**src/rtl/axis_frame_gen.sv**
```systemverilog
// AXI-Stream pattern source: emits a run of fixed-length frames with an
// incrementing data word, optional idle gaps between frames and a graceful stop.
module axis_frame_gen #(
    parameter int DATA_WIDTH = 32,
    parameter int LEN_WIDTH  = 16,
    parameter int CNT_WIDTH  = 16
) (
    input  logic                  clk,
    input  logic                  rst,
    input  logic                  start,
    input  logic                  stop,
    input  logic [LEN_WIDTH-1:0]  cfg_frame_len,
    input  logic [CNT_WIDTH-1:0]  cfg_frame_count,
    input  logic [LEN_WIDTH-1:0]  cfg_gap,
    input  logic [DATA_WIDTH-1:0] cfg_seed,
    output logic [DATA_WIDTH-1:0] m_axis_tdata,
    output logic                  m_axis_tvalid,
    input  logic                  m_axis_tready,
    output logic                  m_axis_tlast,
    output logic                  busy,
    output logic                  done,
    output logic [CNT_WIDTH-1:0]  frames_sent
);

    typedef enum logic [1:0] {
        ST_IDLE = 2'd0,
        ST_SEND = 2'd1,
        ST_GAP  = 2'd2,
        ST_FIN  = 2'd3
    } state_t;

    localparam logic [LEN_WIDTH-1:0] LEN_ONE = LEN_WIDTH'(1);

    state_t                state_q,   state_d;
    logic [LEN_WIDTH-1:0]  len_q,     len_d;
    logic [LEN_WIDTH-1:0]  gap_q,     gap_d;
    logic [LEN_WIDTH-1:0]  beat_q,    beat_d;
    logic [LEN_WIDTH-1:0]  gap_cnt_q, gap_cnt_d;
    logic [CNT_WIDTH-1:0]  count_q,   count_d;
    logic [CNT_WIDTH-1:0]  frames_q,  frames_d;
    logic [DATA_WIDTH-1:0] tdata_q,   tdata_d;
    logic                  tvalid_q,  tvalid_d;
    logic                  tlast_q,   tlast_d;
    logic                  busy_q,    busy_d;
    logic                  done_q,    done_d;
    logic                  stop_q,    stop_d;

    logic                  xfer_s;
    logic                  stop_pend_s;
    logic [LEN_WIDTH-1:0]  len_in_s;
    logic [LEN_WIDTH-1:0]  beat_next_s;
    logic [CNT_WIDTH-1:0]  frames_next_s;

    // A zero-length request is promoted to a single-beat frame at latch time.
    assign len_in_s      = (cfg_frame_len == '0) ? LEN_ONE : cfg_frame_len;
    assign xfer_s        = tvalid_q & m_axis_tready;
    assign stop_pend_s   = stop_q | stop;
    assign beat_next_s   = beat_q + LEN_ONE;
    assign frames_next_s = frames_q + CNT_WIDTH'(1);

    // Next-state and next-output logic for the frame sequencer.
    always_comb begin
        state_d   = state_q;
        len_d     = len_q;
        gap_d     = gap_q;
        beat_d    = beat_q;
        gap_cnt_d = gap_cnt_q;
        count_d   = count_q;
        frames_d  = frames_q;
        tdata_d   = tdata_q;
        tvalid_d  = tvalid_q;
        tlast_d   = tlast_q;
        busy_d    = busy_q;
        done_d    = 1'b0;
        stop_d    = stop_q;
        case (state_q)
            ST_IDLE: begin
                if (start) begin
                    len_d     = len_in_s;
                    count_d   = cfg_frame_count;
                    gap_d     = cfg_gap;
                    frames_d  = '0;
                    stop_d    = 1'b0;
                    tdata_d   = cfg_seed;
                    beat_d    = LEN_ONE;
                    gap_cnt_d = '0;
                    busy_d    = 1'b1;
                    if (cfg_frame_count == '0) begin
                        state_d = ST_FIN;
                        done_d  = 1'b1;
                    end else begin
                        state_d  = ST_SEND;
                        tvalid_d = 1'b1;
                        tlast_d  = (len_in_s == LEN_ONE);
                    end
                end else begin
                    state_d = ST_IDLE;
                    busy_d  = 1'b0;
                end
            end
            ST_SEND: begin
                stop_d = stop_pend_s;
                if (xfer_s) begin
                    tdata_d = tdata_q + DATA_WIDTH'(1);
                    if (tlast_q) begin
                        frames_d = frames_next_s;
                        if ((frames_next_s == count_q) || stop_pend_s) begin
                            state_d  = ST_FIN;
                            tvalid_d = 1'b0;
                            tlast_d  = 1'b0;
                            done_d   = 1'b1;
                        end else if (gap_q != '0) begin
                            state_d   = ST_GAP;
                            tvalid_d  = 1'b0;
                            tlast_d   = 1'b0;
                            gap_cnt_d = gap_q;
                        end else begin
                            beat_d  = LEN_ONE;
                            tlast_d = (len_q == LEN_ONE);
                        end
                    end else begin
                        beat_d  = beat_next_s;
                        tlast_d = (beat_next_s == len_q);
                    end
                end else begin
                    state_d = ST_SEND;
                end
            end
            ST_GAP: begin
                stop_d = stop_pend_s;
                if (stop_pend_s) begin
                    state_d = ST_FIN;
                    done_d  = 1'b1;
                end else if (gap_cnt_q <= LEN_ONE) begin
                    state_d   = ST_SEND;
                    tvalid_d  = 1'b1;
                    beat_d    = LEN_ONE;
                    tlast_d   = (len_q == LEN_ONE);
                    gap_cnt_d = '0;
                end else begin
                    gap_cnt_d = gap_cnt_q - LEN_ONE;
                end
            end
            ST_FIN: begin
                state_d = ST_IDLE;
                busy_d  = 1'b0;
                stop_d  = 1'b0;
            end
            default: begin
                state_d  = ST_IDLE;
                tvalid_d = 1'b0;
                tlast_d  = 1'b0;
                busy_d   = 1'b0;
                stop_d   = 1'b0;
            end
        endcase
    end

    // State and output registers; reset aborts any frame in flight.
    always_ff @(posedge clk or posedge rst) begin
        if (rst) begin
            state_q   <= ST_IDLE;
            len_q     <= '0;
            gap_q     <= '0;
            beat_q    <= '0;
            gap_cnt_q <= '0;
            count_q   <= '0;
            frames_q  <= '0;
            tdata_q   <= '0;
            tvalid_q  <= 1'b0;
            tlast_q   <= 1'b0;
            busy_q    <= 1'b0;
            done_q    <= 1'b0;
            stop_q    <= 1'b0;
        end else begin
            state_q   <= state_d;
            len_q     <= len_d;
            gap_q     <= gap_d;
            beat_q    <= beat_d;
            gap_cnt_q <= gap_cnt_d;
            count_q   <= count_d;
            frames_q  <= frames_d;
            tdata_q   <= tdata_d;
            tvalid_q  <= tvalid_d;
            tlast_q   <= tlast_d;
            busy_q    <= busy_d;
            done_q    <= done_d;
            stop_q    <= stop_d;
        end
    end

    assign m_axis_tdata  = tdata_q;
    assign m_axis_tvalid = tvalid_q;
    assign m_axis_tlast  = tlast_q;
    assign busy          = busy_q;
    assign done          = done_q;
    assign frames_sent   = frames_q;

endmodule

```
**config.mk**
```make
export PLATFORM = sky130hd
export DESIGN_NAME = axis_frame_gen
export DESIGN_NICKNAME = d
export VERILOG_FILES = /design/src/rtl/axis_frame_gen.sv
export SDC_FILE = /design/constraint.sdc
export NUM_CORES = 1
export LEC_CHECK = 0
export ABC_AREA = 1
export CAP_MARGIN = 20
export CELL_PAD_IN_SITES_DETAIL_PLACEMENT = 0
export CELL_PAD_IN_SITES_GLOBAL_PLACEMENT = 1
export CORE_UTILIZATION = 39
export CTS_BUF_LIST = sky130_fd_sc_hd__clkbuf_16
export DETAILED_ROUTE_END_ITERATION = 8
export HOLD_SLACK_MARGIN = 0.03
export PLACE_DENSITY = 0.86
export SETUP_SLACK_MARGIN = 0.1
export SLEW_MARGIN = 5
export SYNTH_ARGS = -nofsm -noshare
export SYNTH_HDL_FRONTEND = slang
export SYNTH_SLANG_ARGS = --single-unit
```
**constraint.sdc**
```tcl
create_clock -name clk -period 4.6 [get_ports clk]
set_input_delay 0.46 -clock clk [delete_from_list [all_inputs] [get_ports clk]]
set_output_delay 0.46 -clock clk [all_outputs]
set_load 0.05 [all_outputs]
```
==> results.sh <==
export IMPL_rows=53
export IMPL_finalSetupViolCount=0
export IMPL_crit_start="state_q[1]$_DFFE_PP0P_"
export IMPL_path_clk_slew_ns=0.06
export IMPL_reg2reg_slack_ns=1.48
export IMPL_r2r_start="state_q[1]$_DFFE_PP0P_"
export IMPL_grt_pass1_vias=7585
export IMPL_instances_no_fill=1576
export IMPL_synth_cells=1162
export IMPL_num_antenna_cells=0
export IMPL_dieArea_mm2=0.0220
export IMPL_ios=137
export IMPL_cp_common_cell="buf_4"
export IMPL_maxCapViolations=0
export IMPL_num_vias=8032
export IMPL_critPathArrivalTime_ns=3.37
export IMPL_grt_overflow_total=0
export IMPL_start_util=0.398
export IMPL_clock_latency_ns=0.43
export IMPL_clock_path_buffers=2
export IMPL_die_w_um=148
export IMPL_avgSynthCellArea_um2=7.17
export IMPL_worst_r2r_cell_count=11
export IMPL_drive_gt1_frac=0.0723
export IMPL_cts_buffers=17
export IMPL_endpoint="frames_sent[9]$_DFFE_PP0P_"
export IMPL_path_buf_inv=5
export IMPL_core_area_mm2=0.0210
export IMPL_drv_slew=0
export IMPL_syn_to_final_growth_pct=26.3
export IMPL_antenna_found_initial=0
export IMPL_via_per_inst=5.10
export IMPL_period_share=0.679
export IMPL_rsz0062_at_grt="no"
export IMPL_cts_hold_buf=0
export IMPL_grtUsageTotal=0.226
export IMPL_yosysWarnings=0
export IMPL_grt_max_degree=83
export IMPL_clock_skew_ns=0.00868
export IMPL_cp_start_kind="flop"
export IMPL_crit_chain="inv_1, ha_1, buf_4, nand2_1, nand2_1, a21oi_2, buf_4, inv_1, buf_4, nor2_1, o22ai_1"
export IMPL_io_buffers=136
export IMPL_tightest_slew_ns=1.05
export IMPL_dieHeight_um=148
export IMPL_clock_fmax_ghz=0.320
export IMPL_drc=0
export IMPL_status="finished, final reports clean"
export IMPL_synth_nets=1256
export IMPL_worstPathMaxFanout=48
export IMPL_clock_sink_count=135
export IMPL_ys_async_sr_fraction=1.00
export IMPL_syn_area_mm2=0.00833
export IMPL_dr_pass1_iters=5
export IMPL_synthFlopType="dfrtp_1"
export IMPL_grt_pass1_wl_um=39100
export IMPL_synth_seq_area_share=0.405
export IMPL_finalNetCount=1382
export IMPL_slowest_stage="nor2_1"
export IMPL_powerDensity_mw_per_mm2=262
export IMPL_reg2reg_to="frames_sent[9]$_DFFE_PP0P_"
export IMPL_min_period_ns=3.12
export IMPL_cts_resized_gates=0
export IMPL_wl_um=23400
export IMPL_worstPathRequired_ns=4.85
export IMPL_synth_edff_count=0
export IMPL_peakVddDrop_uv=254
export IMPL_wl_per_cell_um=14.9
export IMPL_crit_cells=11
export IMPL_layout_common_cells="nand2_1, inv_1, clkdlybuf4s50_1, dfrtp_1, nor2_1"
export IMPL_ant_nets=0
export IMPL_ys_ff_latch=135
export IMPL_place_congestion=0.870
export IMPL_slew_headroom=0.300
export IMPL_dp_hpwl_um=17100
export IMPL_cts_tree="done"
export IMPL_crit_path_end_kind="flop"
export IMPL_path_class="flop to flop"
export IMPL_hold_class="flop to flop"
export IMPL_leakagePower_uw=0.00484
export IMPL_postCtsSetupRepairBufs=0
export IMPL_cts_htree_levels=4
export IMPL_place_inst=1543
export IMPL_ys_types=48
export IMPL_hold_viol=0
export IMPL_root_buffer="clkbuf_16"
export IMPL_final_common_cell="nand2_1"
export IMPL_slowest_delay_ns=0.81
export IMPL_path_delay_family="buffers and inverters"
export IMPL_detail_route_iter0_violations=454
export IMPL_tns_ns=0
[registers in the layout, summed over array words and instances (netlist names)]
signal         cells
count_q           16
frames_sent       16
gap_q             16
busy               1
beat_q            16
m_axis_tdata      32
m_axis_tlast       1
done               1
stop_q             1
gap_cnt_q         16
len_q             16
m_axis_tvalid      1
state_q            2
[power by group]
part / switching [uW] / total, uW / internal, uW
logic: 102 / 196 / 94.5
clock network: 518 / 1350 / 834
registers: 12.8 / 1210 / 1200
total: 633 / 2760 / 2130
[cells by family (layout without fill, tap and decap cells)]
| kind of cell | after synthesis | count (layout) | share of synthesized area |
|---|---|---|---|
| and+or+nand+nor | 568 | 568 | 0.301 |
| DFF | 135 | 135 | 0.405 |
| buffers and inverters | 195 | 334 | 0.0910 |
| AOI/OAI and AO/OA | 224 | 224 | 0.152 |
| xor gates and xnor gates | 27 | 27 | 0.0317 |
| adders and majority gates | 9 | 9 | 0.0135 |
| muxes | 4 | 4 | 0.00540 |
[tightest hold or removal path, cell delays in order (launching register included)]
cell     delay [ns]
dfrtp_1        0.34
nand2_1        0.05
o21ai_0        0.06
[cells in the mapped netlist (all sizes together) (3+ instances only)]
| library cell | count | area share |
|---|---|---|
| xnor2 | 5 | 0.0053 |
| o211ai | 5 | 0.0045 |
| o22ai | 31 | 0.023 |
| dfrtp | 135 | 0.41 |
| clkbuf | 24 | 0.011 |
| buf | 12 | 0.0086 |
| mux2 | 4 | 0.0054 |
| nor4 | 12 | 0.0090 |
| o21ai | 118 | 0.075 |
| nand4 | 24 | 0.018 |
| nand3b | 5 | 0.0045 |
| nand3 | 86 | 0.053 |
| ha | 9 | 0.014 |
| nor2 | 121 | 0.061 |
| nand2 | 288 | 0.13 |
| a21oi | 53 | 0.032 |
| nor3 | 19 | 0.011 |
| xor2 | 20 | 0.021 |
| inv | 158 | 0.071 |
| or2 | 11 | 0.0083 |
| o221ai | 3 | 0.0032 |
[per-stage QoR]
step / area, um^2 / utilization / hold WS [ns] / worst slack (ns) / total power [uW]
floorplan: 8330 / - / 0.455 / 0.529 / 1320
global placement: 9930 / 0.474 / 0.477 / 1.40 / 1430
detailed placement: 9930 / 0.474 / 0.481 / 1.32 / 1430
CTS: 10500 / 0.501 / 0.495 / 1.50 / 2790
global route: 10500 / 0.502 / 0.530 / 1.16 / 2860
finish: 10500 / 0.502 / 0.491 / 1.48 / 2760
[per-layer routing]
metal | vias to the layer above | global-route usage | part of all wire
li1 | 4081 | - | -
met3 | 26 | 0.0331 | 0.051
met5 | - | 0 | 0
met4 | 0 | 0.0727 | 0.016
met1 | 3695 | 0.325 | 0.49
met2 | 230 | 0.347 | 0.44
[worst min-delay path by stage]
| stage | slack (ns) | endpoint | cells past startpoint | startpoint |
|---|---|---|---|---|
| detailed placement | 0.48 | count_q[8]$_DFFE_PP0P_ | 2 | count_q[8]$_DFFE_PP0P_ |
| CTS | 0.49 | count_q[8]$_DFFE_PP0P_ | 2 | count_q[8]$_DFFE_PP0P_ |
| floorplan | 0.45 | count_q[8]$_DFFE_PP0P_ | 2 | count_q[8]$_DFFE_PP0P_ |
| finish | 0.49 | count_q[8]$_DFFE_PP0P_ | 2 | count_q[8]$_DFFE_PP0P_ |
| global placement | 0.48 | count_q[8]$_DFFE_PP0P_ | 2 | count_q[8]$_DFFE_PP0P_ |
| global route | 0.53 | count_q[0]$_DFFE_PP0P_ | 2 | count_q[0]$_DFFE_PP0P_ |
[area by class of cell]
class	instances	area (um^2)
fillers	2115	10400
clock buffers	17	425
flip-flops and latches	135	3380
multi-input cells	832	4200
inverters	159	602
clock inverters	15	145
repair buffers	143	1430
well taps	275	344
Power figures use the tool's default switching activity.
